File: src/rtl/move_detector.sv
// Turns debounced board occupancy scans into chess move events (plain moves and captures)
// and presents them over a valid/ready handshake.
module move_detector #(
  parameter int STABLE_SCANS = 4
) (
  input  logic        clk,
  input  logic        reset,
  input  logic [63:0] layout,
  input  logic        layout_valid,
  input  logic        move_ready,
  output logic        move_valid,
  output logic [5:0]  move_from,
  output logic [5:0]  move_to,
  output logic        move_capture,
  output logic [63:0] board,
  output logic        error
);

  // state | meaning
  // INIT  | waiting for the first stable layout to load as the board
  // IDLE  | board matches pieces at rest
  // LIFT1 | one piece lifted (square fa)
  // LIFT2 | two pieces lifted (fa first, then fb)
  // EMIT  | move presented, waiting for move_ready
  typedef enum logic [2:0] {INIT, IDLE, LIFT1, LIFT2, EMIT} state_t;

  localparam int CW = $clog2(STABLE_SCANS + 1);
  localparam logic [CW-1:0] SAT = CW'(STABLE_SCANS);
  localparam logic [CW-1:0] ONE = CW'(1);

  logic [63:0] cand, stable;
  logic [CW-1:0] cnt, cnt_nxt;
  logic stable_new, fire, clear_new;

  state_t state, state_n;
  logic [63:0] board_n;
  logic [5:0] fa, fb, fa_n, fb_n, from_n, to_n;
  logic cap_n, err_n;

  logic [63:0] rem, add;
  logic one_rem, one_add;
  logic [5:0] idx;

  function automatic logic [5:0] low_idx(input logic [63:0] v);
    logic [5:0] r;
    r = '0;
    for (int i = 63; i >= 0; i--) begin
      if (v[i]) r = 6'(i);
    end
    return r;
  endfunction

  // A layout differing from the candidate restarts the count, so with
  // STABLE_SCANS=1 each changed layout fires on its first scan.
  always_comb begin
    cnt_nxt = cnt;
    fire = 1'b0;
    if (layout_valid) begin
      if (layout != cand) cnt_nxt = ONE;
      else if (cnt != SAT) cnt_nxt = cnt + ONE;
      fire = (cnt_nxt == SAT) && ((layout != cand) || (cnt != SAT));
    end
  end

  always_ff @(posedge clk) begin
    if (reset) begin
      cand <= '0;
      cnt <= '0;
      stable <= '0;
      stable_new <= 1'b0;
    end else begin
      if (layout_valid) begin
        cand <= layout;
        cnt <= cnt_nxt;
      end
      if (fire) begin
        stable <= layout;
        stable_new <= 1'b1;
      end else if (clear_new) begin
        stable_new <= 1'b0;
      end
    end
  end

  assign rem = board & ~stable;
  assign add = stable & ~board;
  assign one_rem = (rem != '0) && ((rem & (rem - 64'd1)) == '0) && (add == '0);
  assign one_add = (add != '0) && ((add & (add - 64'd1)) == '0) && (rem == '0);
  assign idx = one_rem ? low_idx(rem) : low_idx(add);

  always_comb begin
    state_n = state;
    board_n = board;
    fa_n = fa;
    fb_n = fb;
    from_n = move_from;
    to_n = move_to;
    cap_n = move_capture;
    err_n = 1'b0;
    clear_new = 1'b0;
    case (state)
      INIT: begin
        if (stable_new) begin
          clear_new = 1'b1;
          board_n = stable;
          state_n = IDLE;
        end
      end
      IDLE: begin
        if (stable_new) begin
          clear_new = 1'b1;
          if (stable != board) begin
            board_n = stable;
            if (one_rem) begin
              fa_n = idx;
              state_n = LIFT1;
            end else begin
              err_n = 1'b1;
            end
          end
        end
      end
      LIFT1: begin
        if (stable_new) begin
          clear_new = 1'b1;
          if (stable != board) begin
            board_n = stable;
            if (one_add && idx == fa) begin
              state_n = IDLE;
            end else if (one_add) begin
              from_n = fa;
              to_n = idx;
              cap_n = 1'b0;
              state_n = EMIT;
            end else if (one_rem) begin
              fb_n = idx;
              state_n = LIFT2;
            end else begin
              err_n = 1'b1;
              state_n = IDLE;
            end
          end
        end
      end
      LIFT2: begin
        if (stable_new) begin
          clear_new = 1'b1;
          if (stable != board) begin
            board_n = stable;
            state_n = EMIT;
            cap_n = 1'b1;
            if (one_add && idx == fa) begin
              from_n = fb;
              to_n = fa;
            end else if (one_add && idx == fb) begin
              from_n = fa;
              to_n = fb;
            end else begin
              cap_n = move_capture;
              err_n = 1'b1;
              state_n = IDLE;
            end
          end
        end
      end
      EMIT: begin
        if (move_ready) state_n = IDLE;
      end
      default: state_n = INIT;
    endcase
  end

  always_ff @(posedge clk) begin
    if (reset) begin
      state <= INIT;
      board <= '0;
      fa <= '0;
      fb <= '0;
      move_from <= '0;
      move_to <= '0;
      move_capture <= 1'b0;
      error <= 1'b0;
    end else begin
      state <= state_n;
      board <= board_n;
      fa <= fa_n;
      fb <= fb_n;
      move_from <= from_n;
      move_to <= to_n;
      move_capture <= cap_n;
      error <= err_n;
    end
  end

  assign move_valid = (state == EMIT);

endmodule

File: config.mk
export PLATFORM = sky130hd
export DESIGN_NAME = move_detector
export DESIGN_NICKNAME = d
export VERILOG_FILES = /design/src/rtl/move_detector.sv
export SDC_FILE = /design/constraint.sdc
export NUM_CORES = 1
export LEC_CHECK = 0
export CORE_UTILIZATION = 40
export CTS_BUF_LIST = sky130_fd_sc_hd__clkbuf_4 sky130_fd_sc_hd__clkbuf_8 sky130_fd_sc_hd__clkbuf_16
export CTS_CLUSTER_DIAMETER = 200
export CTS_CLUSTER_SIZE = 10
export DETAILED_ROUTE_END_ITERATION = 7
export GPL_ROUTABILITY_DRIVEN = 0
export SYNTH_ARGS = -nofsm -noshare
export SYNTH_HDL_FRONTEND = slang
export SYNTH_SLANG_ARGS = --single-unit
File: constraint.sdc
create_clock -name clk -period 5.1 [get_ports clk]
set_input_delay 1.02 -clock clk [delete_from_list [all_inputs] [get_ports clk]]
set_output_delay 1.02 -clock clk [all_outputs]
set_load 0.005 [all_outputs]
==> metrics <==
hold_sp stable[0]$_SDFFE_PP0P_; hpwl dp 42.8 mm; EDFF count, synth 0; max-slew violations 0; min cycle time layout 4.89 ns; Vias 15500; clock sink count 225; mux share of post-synthesis cell area 6.22%; Finish-stage setup viols 0; Reg2Reg Setup Slack 0.21 ns; Crit. End Element flop; startpoint types flop; vias in the first global route 14300; Fin. Hold Viols 0; initial drt markers 1357; antenna cells 0; Worst Skew 0.0233 ns; die height 198 µm; cells on worst reg2reg path 16; Worst path max stage delay 0.63 ns; # rows 71; synthesized area 0.0154 mm²; Slew Limit Headroom 31.7%; Post-synth ARST share 0%; final design utilization 49.3%; Fill cells 3758; share of layout cells above drive strength 1 7.65%; leakage 7.28 nW; Slew @ Worst Pin 1.02 ns; H-tree levels 1; Final ANT Viol Nets 0; HP Class flop to flop; Post-Synthesis Cells 2010; hold path depth 2; Yosys cell types 81; pin count of the biggest net entering global routing 129; clock transition at the registers of the reported paths 0.05 ns; crit-path max FO 6; WP data arrival 5.30 ns; crit share post-route 95.8%; power per cell area 198 mW/mm²; initial antenna violation count 0; Core Box Area 0.0378 mm²; Synth Area in Compound Gates 17.0%; drt drc 0; CP dominant cell by count or4_1; nets 2369; max cap viols 0; IO Port Bufs 146; post-synth net total 2210; sequential area share after synthesis 29.2%; Initial Utilization 40.8%; CTS max path bufs 3; CTS buffer count 26; Worst Hold Path EP stable[0]$_SDFFE_PP0P_; routed length on met3 3.53 mm; overall routed net length 55.1 mm; slowest cell on the critical path or4_1; achievable frequency 205 MHz; Tot GR Track Use 27.4%; status finished clean; XOR/XNOR Fraction of Synth Area 4.38%; First-pass DRT Iterations 6; Post-Syn Area per Cell 7.68 µm²; most common cell after layout, fill and taps aside nor2_1; uppermost layer routed met4; reg-to-reg endpoint move_from[0]$_SDFFE_PP0P_; WL met1 24.1 mm; total grt overflow 0; WL/cell 20.6 µm; commonest cells after routing, fill and taps aside nor2_1, dfxtp_1, nand2_1; adder-cell share of the synthesized area 11.0%; Crit Path Class flop to flop; # IOs 147; VDD IR max 231 µV; CTS tree done; Tot Pwr 3.70 mW; Area growth, synth to finish 20.7%; clock root buffer clkbuf_16; vias per std cell 5.80; Yosys reg bits 225; largest family of logic cells by synthesized area simple AND/OR/NAND/NOR gates; global-route wire length before repair 83.0 mm; met2 routed WL 24.9 mm; critical path, cell by cell inv_1 -> ha_1 -> or4_1 -> or4_1 -> or3_1 -> o31ai_2 -> and4b_1 -> nand4_1 -> nor4_2 -> buf_4 -> o221ai_1 -> or4_1 -> o211ai_2 -> buf_4 -> mux2i_1 -> nor2_1; Die Area 0.0394 mm²; launching point of the worst reg2reg path board[29]$_SDFFE_PP0P_; Die X 198 µm; Clock Latency Late Sink 0.58 ns; Synth Area in Simple Gates 25.9%; Syn. warnings 0; leading register cell type out of synthesis dfxtp_1; worst path required time 5.51 ns; hold buffer count at CTS 0
layout make-up:
type | instances | area (µm²) | area share, %
Inverter | 170 | 638 | 3.42
Tap cell | 511 | 639 | 3.43
Timing Repair Buffer | 220 | 2100 | 11.3
Clock buffer | 26 | 651 | 3.49
Clock inverter | 2 | 37.5 | 0.201
Multi-Input combinational cell | 1526 | 10100 | 54.0
Sequential cell | 225 | 4500 | 24.2
worst max-delay path: cells and delay by family, from the launching register on:
family | cells | cell delay (ns)
compound gates | 3 | 0.59
fa+ha+maj | 1 | 0.28
buf+inv | 3 | 0.43
flops | 1 | 0.44
mux | 1 | 0.18
simple gates | 8 | 2.81
worst max-delay path by stage:
stage,start,depth (start not counted),to
after floorplan,board[53]$_SDFFE_PP0P_,16,move_from[0]$_SDFFE_PP0P_
after global placement,board[20]$_SDFFE_PP0P_,16,move_to[3]$_SDFFE_PP0P_
after detailed placement,stable[0]$_SDFFE_PP0P_,15,move_from[5]$_SDFFE_PP0P_
after CTS,stable[0]$_SDFFE_PP0P_,15,move_from[0]$_SDFFE_PP0P_
after global routing,board[29]$_SDFFE_PP0P_,16,move_from[5]$_SDFFE_PP0P_
final,board[29]$_SDFFE_PP0P_,16,move_from[0]$_SDFFE_PP0P_
report_power, final:
| part | internal [mW] | leakage, nW | switching (mW) | total (mW) |
|---|---|---|---|---|
| logic | 0.110 | 5.13 | 0.129 | 0.239 |
| clock network | 0.901 | 0.332 | 0.750 | 1.65 |
| registers | 1.79 | 1.82 | 0.0200 | 1.81 |
| total | 2.80 | 7.28 | 0.899 | 3.70 |
synth_stat cells, drive strengths merged (6+ instances only):
cell type    n  area, µm²
mux2         8       90.1
o41ai       13        114
nor2b        9       56.3
xnor2       34        317
or3         15       93.8
nand4b       6       52.6
and3         6       37.5
nand4       59        369
nor2       301       1130
and4         8       70.1
or2         12       75.1
o21ai       64        320
o21bai       7       52.6
o2111ai      7       61.3
buf          9       42.5
o31ai       20        150
dfxtp      225       4500
a221oi       7       61.3
xor2        41        359
a211oi      14        110
nor4        71        539
o211ai       8       65.1
o22ai        8       50.1
o31a         6       52.6
or4         32        244
a211o        6       52.6
clkbuf      80        300
nand2      188        706
inv        170        638
ha         132       1650
o41a         6       67.6
nor3        39        211
nand3       23        115
a21oi      184        921
nand2b      15       93.8
mux2i       87        871
o32ai       10       87.6
per-layer routing:
metal  track usage (%)  vias to the layer above
met5                 0                        -
met2              44.5                      621
met4              12.0                        0
met1              36.2                     7328
met3              3.83                      145
li1                  -                     7440
state kept, by name, indices dropped and copies added (netlist names):
| name | flops |
|---|---|
| state | 3 |
| move_capture | 1 |
| stable | 64 |
| cand | 64 |
| error | 1 |
| fb | 6 |
| cnt | 3 |
| stable_new | 1 |
| move_to | 6 |
| fa | 6 |
| board | 64 |
| move_from | 6 |
kinds of logic after synthesis:
kind of cell | Yosys count
flip-flops | 225
XOR/XNOR | 75
multiplexers | 95
buffers and inverters | 259
AO/OA/AOI/OAI | 413
adder cells (fa/ha/maj) | 136
AND/OR/NAND/NOR | 807
metrics by stage:
step	hold WS (ns)	setup TNS, ns	cell area [µm²]	instances	worst slack [ns]
finish	0.472	0	18600	2680	0.214
global route	0.493	-0.0146	18600	2680	-0.0146
CTS	0.472	0	18500	2678	0.103
detailed placement	0.465	0	17800	2650	0.129
global placement	0.459	0	17800	2650	0.164
floorplan	0.449	0	15400	2010	0.600
timing repair:
item | CTS | global route
setup endpoints to repair | 0 | 13
buffers inserted | 0 | 2
hold endpoints to repair | 0 | 0
gates resized for setup | 0 | 20
No activity file was read; power rests on OpenSTA's default activity.
